<file path="src/rtl/sram_bus_arbiter_pkg.sv">
// Shared encodings for the SRAM-like bus arbiter.
// Owner tags, lock states, transfer sizes and the request bundle.
package sram_bus_arbiter_pkg;

    localparam logic OWN_INST = 1'b0;
    localparam logic OWN_DATA = 1'b1;

    localparam logic [1:0] SIZE_B = 2'd0;
    localparam logic [1:0] SIZE_H = 2'd1;
    localparam logic [1:0] SIZE_W = 2'd2;

    typedef enum logic [1:0] {
        LK_NONE = 2'd0,
        LK_INST = 2'd1,
        LK_DATA = 2'd2
    } lock_e;

    typedef struct packed {
        logic        req;
        logic        wr;
        logic [1:0]  size;
        logic [31:0] addr;
        logic [31:0] wdata;
    } sram_req_t;

    function automatic lock_e lock_of(input logic owner);
        return (owner == OWN_DATA) ? LK_DATA : LK_INST;
    endfunction

endpackage

</file>
<file path="src/rtl/sram_bus_arbiter_owner_fifo.sv">
// Owner FIFO: one bit per accepted-but-incomplete transaction.
// Head tells which requester the next data_ok belongs to.
module sram_owner_fifo #(
    parameter int DEPTH = 2
) (
    input  logic                       clk,
    input  logic                       rst_n,
    input  logic                       push,
    input  logic                       push_owner,
    input  logic                       pop,
    output logic                       full,
    output logic                       empty,
    output logic                       head,
    output logic [$clog2(DEPTH+1)-1:0] count_nxt
);

    localparam int PW = (DEPTH > 1) ? $clog2(DEPTH) : 1;
    localparam int CW = $clog2(DEPTH + 1);

    logic [DEPTH-1:0] mem;
    logic [PW-1:0]    wr_ptr;
    logic [PW-1:0]    rd_ptr;
    logic [CW-1:0]    count;
    logic             push_ok;
    logic             pop_ok;

    function automatic logic [PW-1:0] ptr_inc(input logic [PW-1:0] p);
        return (p == PW'(DEPTH - 1)) ? '0 : p + PW'(1);
    endfunction

    assign full    = (count == CW'(DEPTH));
    assign empty   = (count == '0);
    assign head    = mem[rd_ptr];
    assign push_ok = push && !full;
    assign pop_ok  = pop && !empty;

    always_comb begin
        count_nxt = count;
        unique case ({push_ok, pop_ok})
            2'b10:   count_nxt = count + CW'(1);
            2'b01:   count_nxt = count - CW'(1);
            default: count_nxt = count;
        endcase
    end

    always_ff @(posedge clk or negedge rst_n) begin
        if (!rst_n) begin
            mem    <= '0;
            wr_ptr <= '0;
            rd_ptr <= '0;
            count  <= '0;
        end else begin
            if (push_ok) begin
                mem[wr_ptr] <= push_owner;
                wr_ptr      <= ptr_inc(wr_ptr);
            end
            if (pop_ok) begin
                rd_ptr <= ptr_inc(rd_ptr);
            end
            count <= count_nxt;
        end
    end

endmodule

</file>
<file path="src/rtl/sram_bus_arbiter.sv">
// Shares one SRAM-like bus between inst fetch and the memory stage.
// Data has priority; a streak bound keeps inst from starving.
module sram_bus_arbiter
    import sram_bus_arbiter_pkg::*;
#(
    parameter int MAX_OUTSTANDING = 2,
    parameter int MAX_DATA_STREAK = 4
) (
    input  logic        cpu_clk_50M,
    input  logic        cpu_rst_n,

    input  logic        inst_req,
    input  logic        inst_wr,
    input  logic [1:0]  inst_size,
    input  logic [31:0] inst_addr,
    input  logic [31:0] inst_wdata,
    output logic        inst_addr_ok,
    output logic        inst_data_ok,
    output logic [31:0] inst_rdata,

    input  logic        data_req,
    input  logic        data_wr,
    input  logic [1:0]  data_size,
    input  logic [31:0] data_addr,
    input  logic [31:0] data_wdata,
    output logic        data_addr_ok,
    output logic        data_data_ok,
    output logic [31:0] data_rdata,

    output logic        bus_req,
    output logic        bus_wr,
    output logic [1:0]  bus_size,
    output logic [31:0] bus_addr,
    output logic [31:0] bus_wdata,
    input  logic        bus_addr_ok,
    input  logic        bus_data_ok,
    input  logic [31:0] bus_rdata,

    output logic        arb_busy,
    output logic        arb_err
);

    localparam int CW = $clog2(MAX_OUTSTANDING + 1);
    localparam logic [2:0] STREAK_MAX = 3'(MAX_DATA_STREAK);

    lock_e     state;
    lock_e     state_nxt;
    sram_req_t inst_bus;
    sram_req_t data_bus;
    sram_req_t gnt_bus;
    logic      gnt_valid;
    logic      gnt_owner;
    logic      inst_force;
    logic [2:0] streak_cnt;
    logic      hs_inst;
    logic      hs_data;
    logic      pop_ok;
    logic      fifo_full;
    logic      fifo_empty;
    logic      fifo_head;
    logic [CW-1:0] fifo_count_nxt;

    assign inst_bus = '{req: inst_req, wr: inst_wr, size: inst_size,
                        addr: inst_addr, wdata: inst_wdata};
    assign data_bus = '{req: data_req, wr: data_wr, size: data_size,
                        addr: data_addr, wdata: data_wdata};

    assign inst_force = inst_req && (streak_cnt == STREAK_MAX);

    // Grant decode: fixed while locked, priority pick when free
    always_comb begin
        gnt_valid = 1'b0;
        gnt_owner = OWN_DATA;
        unique case (state)
            LK_NONE: begin
                priority case (1'b1)
                    inst_force: begin
                        gnt_valid = 1'b1;
                        gnt_owner = OWN_INST;
                    end
                    data_req: begin
                        gnt_valid = 1'b1;
                        gnt_owner = OWN_DATA;
                    end
                    inst_req: begin
                        gnt_valid = 1'b1;
                        gnt_owner = OWN_INST;
                    end
                    default: ;
                endcase
            end
            LK_INST: begin
                gnt_valid = 1'b1;
                gnt_owner = OWN_INST;
            end
            LK_DATA: begin
                gnt_valid = 1'b1;
                gnt_owner = OWN_DATA;
            end
            default: ;
        endcase
    end

    always_comb begin
        gnt_bus = '0;
        if (gnt_valid) begin
            gnt_bus = (gnt_owner == OWN_DATA) ? data_bus : inst_bus;
        end
    end

    assign bus_req   = cpu_rst_n && gnt_valid && gnt_bus.req && !fifo_full;
    assign bus_wr    = cpu_rst_n && gnt_bus.wr;
    assign bus_size  = cpu_rst_n ? gnt_bus.size  : '0;
    assign bus_addr  = cpu_rst_n ? gnt_bus.addr  : '0;
    assign bus_wdata = cpu_rst_n ? gnt_bus.wdata : '0;

    assign hs_inst = bus_req && bus_addr_ok && (gnt_owner == OWN_INST);
    assign hs_data = bus_req && bus_addr_ok && (gnt_owner == OWN_DATA);

    assign inst_addr_ok = hs_inst;
    assign data_addr_ok = hs_data;

    assign pop_ok       = bus_data_ok && !fifo_empty;
    assign inst_data_ok = cpu_rst_n && pop_ok && (fifo_head == OWN_INST);
    assign data_data_ok = cpu_rst_n && pop_ok && (fifo_head == OWN_DATA);
    assign inst_rdata   = cpu_rst_n ? bus_rdata : '0;
    assign data_rdata   = cpu_rst_n ? bus_rdata : '0;

    always_comb begin
        state_nxt = state;
        unique case (state)
            LK_NONE: begin
                if (bus_req && !bus_addr_ok) begin
                    state_nxt = lock_of(gnt_owner);
                end
            end
            LK_INST, LK_DATA: begin
                if (bus_addr_ok) begin
                    state_nxt = LK_NONE;
                end
            end
            default: state_nxt = LK_NONE;
        endcase
    end

    always_ff @(posedge cpu_clk_50M or negedge cpu_rst_n) begin
        if (!cpu_rst_n) begin
            state <= LK_NONE;
        end else begin
            state <= state_nxt;
        end
    end

    always_ff @(posedge cpu_clk_50M or negedge cpu_rst_n) begin
        if (!cpu_rst_n) begin
            streak_cnt <= '0;
        end else if (hs_inst || !inst_req) begin
            streak_cnt <= '0;
        end else if (hs_data && (streak_cnt != 3'd7)) begin
            streak_cnt <= streak_cnt + 3'd1;
        end
    end

    // A data_ok with nothing outstanding means the bridge lost sync
    always_ff @(posedge cpu_clk_50M or negedge cpu_rst_n) begin
        if (!cpu_rst_n) begin
            arb_busy <= 1'b0;
            arb_err  <= 1'b0;
        end else begin
            arb_busy <= (fifo_count_nxt != '0);
            if (bus_data_ok && fifo_empty) begin
                arb_err <= 1'b1;
            end
        end
    end

    sram_owner_fifo #(
        .DEPTH(MAX_OUTSTANDING)
    ) u_owner_fifo (
        .clk        (cpu_clk_50M),
        .rst_n      (cpu_rst_n),
        .push       (hs_inst || hs_data),
        .push_owner (gnt_owner),
        .pop        (pop_ok),
        .full       (fifo_full),
        .empty      (fifo_empty),
        .head       (fifo_head),
        .count_nxt  (fifo_count_nxt)
    );

endmodule
</file>
<file path="config.mk">
export PLATFORM = sky130hd
export DESIGN_NAME = sram_bus_arbiter
export DESIGN_NICKNAME = d
export VERILOG_FILES = /design/src/rtl/sram_bus_arbiter_pkg.sv /design/src/rtl/sram_bus_arbiter_owner_fifo.sv /design/src/rtl/sram_bus_arbiter.sv
export SDC_FILE = /design/constraint.sdc
export NUM_CORES = 1
export LEC_CHECK = 0
export CAP_MARGIN = 20
export CORE_AREA = 2 2 121 123
export CTS_CLUSTER_SIZE = 8
export DETAILED_ROUTE_END_ITERATION = 7
export DIE_AREA = 0 0 123 125
export GPL_TIMING_DRIVEN = 0
export MAX_ROUTING_LAYER = met4
export SLEW_MARGIN = 10
export SYNTH_ARGS = -nofsm -noshare
export SYNTH_HDL_FRONTEND = slang
export SYNTH_SLANG_ARGS = --single-unit
</file>
<file path="constraint.sdc">
create_clock -name cpu_clk_50M -period 3.3 [get_ports cpu_clk_50M]
set_clock_uncertainty 0.15 [all_clocks]
set_input_delay 0.66 -clock cpu_clk_50M [delete_from_list [all_inputs] [get_ports cpu_clk_50M]]
set_output_delay 0.66 -clock cpu_clk_50M [all_outputs]
set_load 0.01 [all_outputs]
</file>
==> results of run 1 <==
## area by class of cell
type	instances	area, um2	area share (%)
plain buffers	58	486.7	8.475
clock buffers	4	78.83	1.373
inverters	6	22.52	0.3922
multi-input cells	291	1506	26.23
flip-flops and latches	13	325.3	5.664
well taps	184	230.2	4.009
repair buffers	319	3093	53.86
## report_power, final
group	switching (mW)	internal (mW)	leakage [nW]	total, mW
sequential	0.0405	0.216	0.158	0.256
combinational	0.851	0.902	2.49	1.75
clock	0.0673	0.163	0.0382	0.230
## synth_stat cells (2+ instances only)
library cell,number
sky130_fd_sc_hd__clkbuf_1,24
sky130_fd_sc_hd__buf_4,33
sky130_fd_sc_hd__nand2_1,142
sky130_fd_sc_hd__nand3_1,2
sky130_fd_sc_hd__dfrtp_1,13
sky130_fd_sc_hd__a21oi_1,69
sky130_fd_sc_hd__xnor2_1,3
sky130_fd_sc_hd__nor2b_1,3
sky130_fd_sc_hd__xor2_1,2
sky130_fd_sc_hd__o21ai_0,2
sky130_fd_sc_hd__and2_1,33
sky130_fd_sc_hd__o22ai_1,4
sky130_fd_sc_hd__inv_1,6
sky130_fd_sc_hd__nand2b_1,2
sky130_fd_sc_hd__nor3_1,2
sky130_fd_sc_hd__nor2_1,5
sky130_fd_sc_hd__buf_6,2
sky130_fd_sc_hd__ha_1,7
## per-layer routing
metal,GRT usage (%),wire (um)
met1,17.68,4898
met4,5.080,314
met2,27.43,6314
met5,-,0
met3,1.642,903
## worst reg2reg max path: cells and delay by family (launching register included)
| kind | cells | cell delay, ns |
|---|---|---|
| AND/OR/NAND/NOR | 3 | 0.87 |
| adder cells (fa/ha/maj) | 2 | 0.48 |
| buffers and inverters | 4 | 0.44 |
| flip-flops | 1 | 0.33 |
| XOR/XNOR | 2 | 0.29 |
| AO/OA/AOI/OAI | 1 | 0.26 |
## how the worst max path moves through the flow
stage / to / slack [ns] / depth (start not counted) / startpoint
detailed placement: bus_wdata[21] / -1.24 / 8 / cpu_rst_n
floorplan: arb_busy / 0.34 / 11 / inst_req
global route: bus_wdata[10] / 0.02 / 10 / data_req
global placement: bus_wdata[21] / -1.23 / 8 / cpu_rst_n
CTS: bus_addr[14] / 0.0003 / 9 / data_req
finish: bus_wdata[22] / 0.06 / 10 / data_req
## flip-flops by register name (all words and copies together), names as in the netlist
name and flops:
arb_err 1, u_owner_fifo.mem 2, u_owner_fifo.rd_ptr 1, streak_cnt 3
state 2, u_owner_fifo.count 2, u_owner_fifo.wr_ptr 1, arb_busy 1
## what timing repair did
item | 4_1_cts | 5_1_grt
resized for setup | 134 | 8
setup endpoints to repair | 144 | 7
gates cloned | 0 | 0
buffers inserted | 9 | 2
pin swaps | 2 | 0
## kinds of logic (layout without fill, tap and decap cells)
group | count (synthesis) | count (layout) | share of synthesized area [%]
compound gates | 83 | 83 | 20.75
xor+xnor | 5 | 5 | 2.023
fa+ha+maj | 7 | 7 | 4.046
buf+inv | 66 | 387 | 17.86
flops | 13 | 13 | 15.03
mux | 2 | 2 | 0.9826
simple gates | 194 | 194 | 39.31
==> results.rst, run 1 <==
.. list-table::
   :header-rows: 1

   * - Metric
     - Value
   * - Outcome
     - complete, no violations
   * - Net count after synthesis
     - around 550
   * - Mean area per synthesized cell
     - just under 6 um2
   * - GRT overflow
     - 0
   * - Most instantiated flip-flop cell in the synthesis netlist
     - sky130_fd_sc_hd__dfrtp_1
   * - Number of cells on the worst reg-to-reg path
     - 12
   * - Die ar.
     - roughly 15000 um2
   * - Number of cells in the design after placement
     - 862
   * - Hold WS
     - about 0.13 ns
   * - Crit path buf inv count
     - 5
   * - Final worst slack
     - 0.06015 ns
   * - CTS Root Buffer Type
     - sky130_fd_sc_hd__clkbuf_16
   * - Leakage component of the power
     - 2.687 nW
   * - Reg-to-reg critical path endpoint
     - arb_busy
   * - Placed Instance Area
     - between 5000 and 6000 um2
   * - Number of failing setup endpoints in the final timing report
     - 0
   * - Cell type with the highest aggregate area in the netlist
     - sky130_fd_sc_hd__nand2_1
   * - Highest fanout seen on the critical path
     - 10
   * - Starting density of the core
     - between 10% and 20%
   * - Fin crit share
     - a little over nine tenths
   * - Drt pass-1 iters
     - 4
   * - Setup crit end kind
     - output port
   * - Final Util
     - between 40% and 50%
   * - Setup repair after global routing missed its margin
     - no
   * - Cell types with the largest area share after synthesis
     - sky130_fd_sc_hd__nand2_1 25%, sky130_fd_sc_hd__a21oi_1 16%, sky130_fd_sc_hd__dfrtp_1 15%
   * - Horizontal extent of the die
     - around 120 um
   * - VDD IR max
     - 0.1622 mV
   * - CTS tree
     - yes
   * - Vias per cell
     - about 4.2
   * - Final Max Slew Viols
     - 0
   * - Gp weighted congestion
     - 1.001
   * - Post-route standard cell area excluding fillers
     - 5743 um2
   * - Overall power after layout
     - approximately 2.2 mW
   * - Critical Path Source Type
     - input port
   * - Yosys warning count
     - 0
   * - Worst endpoint data arrival time
     - ~2.4 ns
   * - Number of flops mapped to enable cells by yosys
     - 0
   * - Post-synthesis sequential area ratio
     - 15.03%
   * - Vias in the first global route
     - 3629
   * - Worst-Skew Late Latency
     - 0.24 ns
   * - Area of the placeable core
     - between 10000 and 15000 um2
   * - Slowest stage cell on the critical path
     - sky130_fd_sc_hd__dlygate4sd2_1
   * - Class of the most critical setup path
     - in2out
   * - Global-route usage over all layers
     - between 15 and 20%
   * - Total via count in the routed design
     - around 3600
   * - Number of nets in the final layout
     - 871
   * - Average routed wire per standard cell
     - 14.21 um
   * - CP Cell Sequence
     - dlygate4sd2_1, a21bo_2, nand3_2, and2_4, buf_4, buf_4, clkbuf_8, nand2_1, a21oi_1, dlygate4sd2_1
   * - Hold/Removal Path Class
     - in2async
   * - Clock tree sinks
     - 13
   * - Dominant delay contributor by cell family on the critical path
     - buffers and inverters
   * - Number of maximum-capacitance violations
     - 0
   * - Post-CTS clock slew at the launch and capture registers of the worst setup and hold paths
     - about 0.040 ns
   * - Portion of synthesized cell area occupied by the leading cell type
     - approximately a quarter
   * - Proportion of layout cells with a drive suffix above 1
     - between 10% and 20%
   * - Post-route DRC violation count
     - 0
   * - Site row count
     - 44
   * - Setup slack on the worst flop-to-flop path
     - roughly 0.36 ns
   * - Register bit count reported by yosys
     - 13
   * - Placed wire-length estimate after detailed placement
     - approximately 10 mm
   * - Power per cell area
     - between 300 and 400 nW/um2
   * - H-tree levels
     - 1
   * - Number of CTS-inserted buffers
     - 3
   * - Iteration-0 DRC Markers
     - 142
   * - Area of the mapped netlist
     - about 2200 um2
   * - Wire length of the first global-routing pass
     - approximately 18 mm
   * - Fraction of synthesis flops using an asynchronous set or reset pin
     - 100.0%
   * - Relative area change from synthesis to final layout
     - 165.3%
   * - Stage delay of the slowest cell on the critical path
     - 0.30 ns
   * - Number of diodes added for antenna fixing
     - 0
   * - Number of instances in the synthesized netlist
     - 370
   * - Total Routed Length
     - approximately 12 mm
   * - Fin Setup TNS
     - 0 ns
   * - Initial antenna violation count
     - 0
   * - Number of fill cells in the layout
     - approximately 1500
   * - Number of nets with antenna violations after detailed routing
     - 0
   * - Required time of the worst setup path
     - approximately 2.5 ns
   * - Maximum number of pins on one net before global-route repair
     - 22
   * - Measured slew at the worst slew-check pin
     - 0.5181 ns
   * - Leading cell types in the layout, fill and taps excluded
     - 236 x sky130_fd_sc_hd__clkdlybuf4s50_1, 141 x sky130_fd_sc_hd__nand2_1, 66 x sky130_fd_sc_hd__a21oi_1
   * - Number of non-filler instances in the completed layout
     - about 900
   * - Vertical die dimension
     - ~130 um
   * - Start of the worst register-to-register path
     - state[1]
   * - Peak Freq
     - roughly 310 MHz
   * - Number of hold buffers added after cts
     - 0
   * - Number of buffer cells added on primary ports
     - around 310
   * - Setup slack after placement
     - -1.244 ns
   * - Post-synthesis cell type count
     - 34
   * - Headroom to the max-slew limit
     - approximately two thirds
   * - Most common library cell in the layout ignoring fill and taps
     - sky130_fd_sc_hd__clkdlybuf4s50_1
   * - Clock Tree Buf Depth
     - 2
   * - Final critical delay including setup and external delays
     - 3.240 ns
   * - Top Ports
     - 310
   * - Final count of hold timing violations
     - 0
No activity file was read; power rests on OpenSTA's default activity.
==> run 2, diff against run 1 <==
--- a/config.mk
+++ b/config.mk
@@ -6,13 +6,14 @@
 export NUM_CORES = 1
 export LEC_CHECK = 0
 export CAP_MARGIN = 20
-export CORE_AREA = 2 2 121 123
+export CORE_AREA = 2 2 122 124
 export CTS_CLUSTER_SIZE = 8
 export DETAILED_ROUTE_END_ITERATION = 7
-export DIE_AREA = 0 0 123 125
+export DIE_AREA = 0 0 124 126
 export GPL_TIMING_DRIVEN = 0
 export MAX_ROUTING_LAYER = met4
 export SLEW_MARGIN = 10
 export SYNTH_ARGS = -nofsm -noshare
 export SYNTH_HDL_FRONTEND = slang
+export SYNTH_HIERARCHICAL = 1
 export SYNTH_SLANG_ARGS = --single-unit
==> run 2 against run 1 <==
Combinational power barely moved; first-iteration DRC count shrank 33%; cell area hardly changed; largest power group unchanged.
==> results.rst, run 2 <==
.. list-table::
   :header-rows: 1

   * - Metric
     - Value
   * - Global-route usage over all layers
     - 15.13% (was 15.36%)
   * - Mean area per synthesized cell
     - 5.873 um2 (was 5.850 um2)
   * - Class of the most critical setup path
     - reg2out (was in2out)
   * - Number of non-filler instances in the completed layout
     - 874 (was 875)
   * - Number of diodes added for antenna fixing
     - 0 (unchanged)
   * - Drt pass-1 iters
     - 4 (unchanged)
   * - Post-synthesis sequential area ratio
     - 14.89% (was 15.03%)
   * - Worst endpoint data arrival time
     - 2.41 ns (was 2.43 ns)
   * - Number of fill cells in the layout
     - 1480 (was 1481)
   * - Final Max Slew Viols
     - 0 (unchanged)
   * - VDD IR max
     - 0.2118 mV (was 0.1622 mV)
   * - Placed wire-length estimate after detailed placement
     - 10.52 mm (was 10.39 mm)
   * - Final worst slack
     - 0.07554 ns (was 0.06015 ns)
   * - CTS tree
     - yes (unchanged)
   * - Hold/Removal Path Class
     - in2async (unchanged)
   * - Post-CTS clock slew at the launch and capture registers of the worst setup and hold paths
     - 0.05 ns (was 0.04 ns)
   * - Fraction of synthesis flops using an asynchronous set or reset pin
     - 100.0% (unchanged)
   * - Clock Tree Buf Depth
     - 2 (unchanged)
   * - Horizontal extent of the die
     - 124 um (was 123 um)
   * - Final count of hold timing violations
     - 0 (unchanged)
   * - Most instantiated flip-flop cell in the synthesis netlist
     - sky130_fd_sc_hd__dfrtp_1 (unchanged)
   * - Vias in the first global route
     - 3431 (was 3629)
   * - Net count after synthesis
     - 551 (was 549)
   * - Setup repair after global routing missed its margin
     - yes (was no)
   * - Area of the mapped netlist
     - 2185 um2 (was 2165 um2)
   * - H-tree levels
     - 1 (unchanged)
   * - Post-synthesis cell type count
     - 36 (was 34)
   * - Commonest cells in the synthesized netlist
     - 144 x sky130_fd_sc_hd__nand2_1, 68 x sky130_fd_sc_hd__a21oi_1, 33 x sky130_fd_sc_hd__buf_4 (was 142 x sky130_fd_sc_hd__nand2_1, 69 x sky130_fd_sc_hd__a21oi_1, 33 x sky130_fd_sc_hd__and2_1, 33 x sky130_fd_sc_hd__buf_4, 24 x sky130_fd_sc_hd__clkbuf_1)
   * - Highest fanout seen on the critical path
     - 10 (unchanged)
   * - Number of failing setup endpoints in the final timing report
     - 0 (unchanged)
   * - Proportion of layout cells with a drive suffix above 1
     - 11.30% (was 12.30%)
   * - Area of the placeable core
     - 14310 um2 (was 14200 um2)
   * - Top-count cell post-synth
     - sky130_fd_sc_hd__nand2_1 (unchanged)
   * - Post-route DRC violation count
     - 0 (unchanged)
   * - Most common library cell in the layout ignoring fill and taps
     - sky130_fd_sc_hd__clkdlybuf4s50_1 (unchanged)
   * - Cell types with the largest area share after synthesis
     - sky130_fd_sc_hd__nand2_1 25%, sky130_fd_sc_hd__a21oi_1 16%, sky130_fd_sc_hd__dfrtp_1 15% (unchanged)
   * - Measured slew at the worst slew-check pin
     - 0.4453 ns (was 0.5181 ns)
   * - Wire length of the first global-routing pass
     - 18.06 mm (was 18.04 mm)
   * - Setup crit end kind
     - output port (unchanged)
   * - Yosys warning count
     - 6 (was 0)
   * - GRT overflow
     - 0 (unchanged)
   * - Required time of the worst setup path
     - 2.49 ns (about the same)
   * - Leakage component of the power
     - 2.723 nW (was 2.687 nW)
   * - Number of buffer cells added on primary ports
     - 308 (unchanged)
   * - Cell type with the highest aggregate area in the netlist
     - sky130_fd_sc_hd__nand2_1 (unchanged)
   * - Worst-Skew Late Latency
     - 0.24 ns (about the same)
   * - Number of cells in the design after placement
     - 864 (was 862)
   * - Fin crit share
     - 97.71% (was 98.18%)
   * - Initial antenna violation count
     - 0 (unchanged)
   * - Peak Freq
     - 310.1 MHz (was 308.7 MHz)
   * - Gp weighted congestion
     - 0.9455 (was 1.001)
   * - Overall power after layout
     - 2.254 mW (was 2.240 mW)
   * - Number of instances in the synthesized netlist
     - 372 (was 370)
   * - Flip-flop count of the largest register, all copies and words added
     - 3 (unchanged)
   * - Number of CTS-inserted buffers
     - 3 (unchanged)
   * - Portion of synthesized cell area occupied by the leading cell type
     - 24.74% (was 24.62%)
   * - Total Routed Length
     - 12.73 mm (was 12.43 mm)
   * - Number of maximum-capacitance violations
     - 0 (unchanged)
   * - Maximum number of pins on one net before global-route repair
     - 22 (unchanged)
   * - Clock tree sinks
     - 13 (unchanged)
   * - Average routed wire per standard cell
     - 14.56 um (was 14.21 um)
   * - Relative area change from synthesis to final layout
     - 162.7% (was 165.3%)
   * - Final critical delay including setup and external delays
     - 3.224 ns (was 3.240 ns)
   * - Number of nets with antenna violations after detailed routing
     - 0 (unchanged)
   * - Number of flops mapped to enable cells by yosys
     - 0 (unchanged)
   * - Number of nets in the final layout
     - 870 (was 871)
   * - CTS Root Buffer Type
     - sky130_fd_sc_hd__clkbuf_16 (unchanged)
   * - Die ar.
     - 15620 um2 (was 15380 um2)
   * - Headroom to the max-slew limit
     - 70.32% (was 65.46%)
   * - Vias per cell
     - 4.057 (was 4.170)
   * - Critical Path Source Type
     - register (was input port)
   * - Power per cell area
     - 392.8 nW/um2 (was 390.0 nW/um2)
   * - Vertical die dimension
     - 126 um (was 125 um)
   * - Number of hold buffers added after cts
     - 0 (unchanged)
   * - Final Util
     - 40.10% (was 40.43%)
   * - Top Ports
     - 310 (unchanged)
   * - Register bit count reported by yosys
     - 13 (unchanged)
   * - Hold WS
     - 0.09510 ns (was 0.1286 ns)
   * - Site row count
     - 44 (unchanged)
   * - Iteration-0 DRC Markers
     - 95 (was 142)
   * - Setup slack after placement
     - -1.333 ns (was -1.244 ns)
   * - Reg with most FFs
     - streak_cnt (unchanged)
   * - Total via count in the routed design
     - 3546 (was 3649)
   * - Leading cell types in the layout, fill and taps excluded
     - 251 x sky130_fd_sc_hd__clkdlybuf4s50_1, 143 x sky130_fd_sc_hd__nand2_1, 68 x sky130_fd_sc_hd__a21oi_1 (was 236 x sky130_fd_sc_hd__clkdlybuf4s50_1, 141 x sky130_fd_sc_hd__nand2_1, 66 x sky130_fd_sc_hd__a21oi_1)
   * - Outcome
     - complete, no violations (unchanged)
   * - Starting density of the core
     - 15.26% (was 15.24%)
[run 2: final timing paths]
| kind | from | to | slack (ns) | depth (start not counted) |
|---|---|---|---|---|
| max | state[0] | bus_addr[13] | 0.08 | 8 |
| max in group asynchronous | cpu_rst_n | u_owner_fifo/wr_ptr | 2.74 | 1 |
| min in group cpu_clk_50M | arb_err | arb_err | 0.30 | 1 |
| max reg2reg | state[0] | arb_busy | 0.25 | 15 |
| min | cpu_rst_n | streak_cnt[0] | 0.1 | 1 |
| min reg2reg | arb_err | arb_err | 0.30 | 1 |
[run 2: cell families after synthesis]
| logic type | synth area share (%) |
|---|---|
| AOI/OAI and AO/OA | 20.22 |
| xor gates and xnor gates | 2.005 |
| adders and majority gates | 4.009 |
| buffers and inverters | 17.75 |
| DFF | 14.89 |
| muxes | 1.546 |
| and+or+nand+nor | 39.58 |
[run 2: what timing repair did]
item,4_1_cts,5_1_grt
pin swaps,2,1
resized for setup,101,19
endpoints found under the setup margin,141,26
buffers inserted,5,1
[run 2: per-layer routing]
metal	share of wire [%]	wire, um	global-route usage [%]	vias up
met5	0	0	-	-
met4	1.6	199	3.371	0
met3	6.6	836	1.766	16
met2	53	6762	28.60	140
met1	39	4928	16.67	1582
li1	-	-	-	1808
[run 2: final cells by class]
cell class	instances	area [um2]	share of cell area, %
plain buffers	58	469.2	8.175
clock buffers	4	78.83	1.373
inverters	10	42.54	0.7412
multi-input cells	291	1496	26.07
flip-flops and latches	13	325.3	5.668
well taps	184	230.2	4.011
repair buffers	314	3097	53.96
[run 2: power by group]
group	switching, mW	internal, mW
Combinational	0.849	0.920
Sequential	0.0389	0.216
Clock	0.0667	0.163
[run 2: critical path, cell delays in order (launching register included)]
cell and delay, ns:
sky130_fd_sc_hd__dfrtp_1 0.38, sky130_fd_sc_hd__inv_1 0.12, sky130_fd_sc_hd__ha_4 0.19, sky130_fd_sc_hd__o21ai_2 0.07, sky130_fd_sc_hd__a211o_1 0.30, sky130_fd_sc_hd__buf_6 0.14, sky130_fd_sc_hd__clkbuf_1 0.22, sky130_fd_sc_hd__a21oi_1 0.17
sky130_fd_sc_hd__clkdlybuf4s50_1 0.57
[run 2: stage by stage]
step / setup TNS [ns] / cell area, um2
3_3_place_gp: -93.57 / 5498
6_report: 0 / 5739
2_1_floorplan: 0 / 2185
3_5_place_dp: -96.79 / 5498
5_1_grt: -0.08441 / 5739
4_1_cts: 0 / 5703
==> run 3, diff against run 2 <==
--- a/config.mk
+++ b/config.mk
@@ -7,10 +7,10 @@
 export LEC_CHECK = 0
 export CAP_MARGIN = 20
 export CORE_AREA = 2 2 122 124
+export CTS_CLUSTER_DIAMETER = 60
 export CTS_CLUSTER_SIZE = 8
 export DETAILED_ROUTE_END_ITERATION = 7
 export DIE_AREA = 0 0 124 126
-export GPL_TIMING_DRIVEN = 0
 export MAX_ROUTING_LAYER = met4
 export SLEW_MARGIN = 10
 export SYNTH_ARGS = -nofsm -noshare
==> run 3 against run 2 <==
Highest routed layer unchanged; cell count fell by 3.5%; register-to-register slack improved by 0.04 ns; power fell by 0.36%; clock-buffer cell count did not move; cell area fell by 3.0%; sequential power rose by 2%; critical path depth fell by 2; worst hold slack improved by 0.21 ns; via count fell by 2.7%; flip-flop and latch count did not move.
==> results.rst, run 3 (synthesized netlist as in run 2, its figures left out) <==
.. list-table::
   :header-rows: 1

   * - Metric
     - Value
   * - Required time of the worst setup path
     - 2.49 ns (about the same)
   * - VDD IR max
     - 0.2301 mV (was 0.2118 mV)
   * - Setup repair after global routing missed its margin
     - no (was yes)
   * - Class of the most critical setup path
     - in2out (was reg2out)
   * - Vertical die dimension
     - 126 um (unchanged)
   * - Reg with most FFs
     - streak_cnt (unchanged)
   * - Post-route standard cell area excluding fillers
     - 5567 um2 (was 5739 um2)
   * - Top Ports
     - 310 (unchanged)
   * - Leakage component of the power
     - 2.637 nW (was 2.723 nW)
   * - Power per cell area
     - 403.5 nW/um2 (was 392.8 nW/um2)
   * - Outcome
     - complete, no violations (unchanged)
   * - Total Routed Length
     - 12.28 mm (was 12.73 mm)
   * - Final critical delay including setup and external delays
     - 3.167 ns (was 3.224 ns)
   * - Beginning of the worst hold path
     - arb_err
   * - Start of the worst register-to-register path
     - state[1] (was state[0])
   * - Worst-Skew Late Latency
     - 0.24 ns (about the same)
   * - H-tree levels
     - 1 (unchanged)
   * - Stage delay of the slowest cell on the critical path
     - 0.48 ns (was 0.57 ns)
   * - Highest fanout seen on the critical path
     - 5 (was 10)
   * - Maximum number of pins on one net before global-route repair
     - 48 (was 22)
   * - Vias per cell
     - 4.093 (was 4.057)
   * - Total via count in the routed design
     - 3450 (was 3546)
   * - CTS tree
     - yes (unchanged)
   * - Critical Path Source Type
     - input port (was register)
   * - Clock tree sinks
     - 13 (unchanged)
   * - Peak Freq
     - 315.8 MHz (was 310.1 MHz)
   * - Average routed wire per standard cell
     - 14.57 um (was 14.56 um)
   * - Placed Instance Area
     - 5414 um2 (was 5498 um2)
   * - Proportion of layout cells with a drive suffix above 1
     - 8.511% (was 11.30%)
   * - CTS Root Buffer Type
     - sky130_fd_sc_hd__clkbuf_16 (unchanged)
   * - GRT overflow
     - 0 (unchanged)
   * - Area of the placeable core
     - 14310 um2 (unchanged)
   * - Number of nets in the final layout
     - 838 (was 870)
   * - Number of CTS-inserted buffers
     - 3 (unchanged)
   * - Iteration-0 DRC Markers
     - 79 (was 95)
   * - Fin Setup TNS
     - 0 ns (unchanged)
   * - Crit path buf inv count
     - 4 (unchanged)
   * - Horizontal extent of the die
     - 124 um (unchanged)
   * - Post-route DRC violation count
     - 0 (unchanged)
   * - First element of the critical path
     - cpu_rst_n (was state[0])
   * - Leading cell types in the layout, fill and taps excluded
     - 237 x sky130_fd_sc_hd__clkdlybuf4s50_1, 141 x sky130_fd_sc_hd__nand2_1, 67 x sky130_fd_sc_hd__a21oi_1 (was 251 x sky130_fd_sc_hd__clkdlybuf4s50_1, 143 x sky130_fd_sc_hd__nand2_1, 68 x sky130_fd_sc_hd__a21oi_1)
   * - Fin crit share
     - 95.96% (was 97.71%)
   * - Initial antenna violation count
     - 1 (was 0)
   * - Headroom to the max-slew limit
     - 69.92% (was 70.32%)
   * - Number of buffer cells added on primary ports
     - 309 (was 308)
   * - Post-CTS clock slew at the launch and capture registers of the worst setup and hold paths
     - 0.04 ns (was 0.05 ns)
   * - Setup crit end kind
     - output port (unchanged)
   * - Most common library cell in the layout ignoring fill and taps
     - sky130_fd_sc_hd__clkdlybuf4s50_1 (unchanged)
   * - Measured slew at the worst slew-check pin
     - 0.4453 ns (about the same)
   * - Site row count
     - 44 (unchanged)
   * - Clock Tree Buf Depth
     - 2 (unchanged)
   * - Dominant delay contributor by cell family on the critical path
     - buffers and inverters (unchanged)
   * - Final count of hold timing violations
     - 0 (unchanged)
   * - Global-route usage over all layers
     - 14.27% (was 15.13%)
   * - Worst endpoint data arrival time
     - 2.36 ns (was 2.41 ns)
   * - Gp weighted congestion
     - 0.9192 (was 0.9455)
   * - Wire length of the first global-routing pass
     - 17.28 mm (was 18.06 mm)
   * - Starting density of the core
     - 15.26% (unchanged)
   * - Hold/Removal Path Class
     - reg2reg (was in2async)
   * - Number of non-filler instances in the completed layout
     - 843 (was 874)
   * - Number of cells in the design after placement
     - 834 (was 864)
   * - Vias in the first global route
     - 3258 (was 3431)
   * - Final Max Slew Viols
     - 0 (unchanged)
   * - Number of maximum-capacitance violations
     - 0 (unchanged)
   * - CP Cell Sequence
     - clkdlybuf4s50_1, inv_1, a211o_2, nor4_4, buf_4, dlygate4sd2_1 (was inv_1, ha_4, o21ai_2, a211o_1, buf_6, clkbuf_1, a21oi_1, clkdlybuf4s50_1)
   * - Die ar.
     - 15620 um2 (unchanged)
   * - Number of nets with antenna violations after detailed routing
     - 0 (unchanged)
   * - Slowest stage cell on the critical path
     - sky130_fd_sc_hd__clkdlybuf4s50_1 (unchanged)
   * - Relative area change from synthesis to final layout
     - 154.8% (was 162.7%)
   * - Final Util
     - 38.89% (was 40.10%)
   * - Drt pass-1 iters
     - 4 (unchanged)
   * - Placed wire-length estimate after detailed placement
     - 9.808 mm (was 10.52 mm)
   * - Flip-flop count of the largest register, all copies and words added
     - 3 (unchanged)
   * - Number of failing setup endpoints in the final timing report
     - 0 (unchanged)
run 3: metal layers:
metal / share of wire, % / GRT usage (%) / vias up
li1: - / - / 1742
met1: 40 / 16.07 / 1552
met2: 52 / 26.60 / 138
met3: 6.5 / 1.857 / 18
met4: 1.4 / 2.842 / 0
met5: 0 / - / -
run 3: power by group:
part           internal [mW]  switching, mW  leakage, nW
clock network          0.163         0.0635       0.0382
logic                  0.910          0.850         2.44
registers              0.216         0.0434        0.157
total                   1.29          0.957         2.64
run 3: metrics by stage:
| stage | total power, mW | hold slack, ns | setup WS (ns) |
|---|---|---|---|
| global placement | 2.040 | 0.2895 | -0.3469 |
| global route | 2.436 | 0.3414 | 0.03250 |
| floorplan | 1.063 | 0.2144 | 0.2265 |
| CTS | 2.196 | 0.3036 | -0.1913 |
| finish | 2.246 | 0.3014 | 0.1332 |
| detailed placement | 2.064 | 0.2936 | -0.3375 |
run 3: repair_timing:
action | 4_1_cts | 5_1_grt
gates resized for setup | 74 | 27
endpoints found under the setup margin | 70 | 52
pin swaps | 2 | 4
cloned | 0 | 1
hold buffers | 0 | 0
setup buffers | 1 | 2
run 3: path summary, 6_finish.rpt:
| kind | depth (start not counted) | endpoint | slack (ns) |
|---|---|---|---|
| max | 6 | bus_req | 0.13 |
| min | 1 | arb_err | 0.30 |
| max reg2reg | 14 | arb_busy | 0.29 |
| min reg2reg | 1 | arb_err | 0.30 |
| max in group asynchronous | 2 | u_owner_fifo/rd_ptr | 1.98 |
| min in group asynchronous | 2 | u_owner_fifo/wr_ptr | 0.71 |
run 3: worst reg2reg max path, delay by kind of cell (launching register included):
family / cells / cell delay, ns
flops: 1 / 0.38
buf+inv: 3 / 0.39
fa+ha+maj: 2 / 0.43
xor+xnor: 2 / 0.31
compound gates: 2 / 0.45
simple gates: 5 / 0.78
run 3: layout make-up:
cell class | count | area [um2]
diodes | 1 | 2.502
clock buffers | 4 | 78.83
flip-flops and latches | 13 | 325.3
multi-input cells | 291 | 1519
fillers | 1478 | 8747
inverters | 10 | 42.54
repair buffers | 340 | 3368
well taps | 184 | 230.2
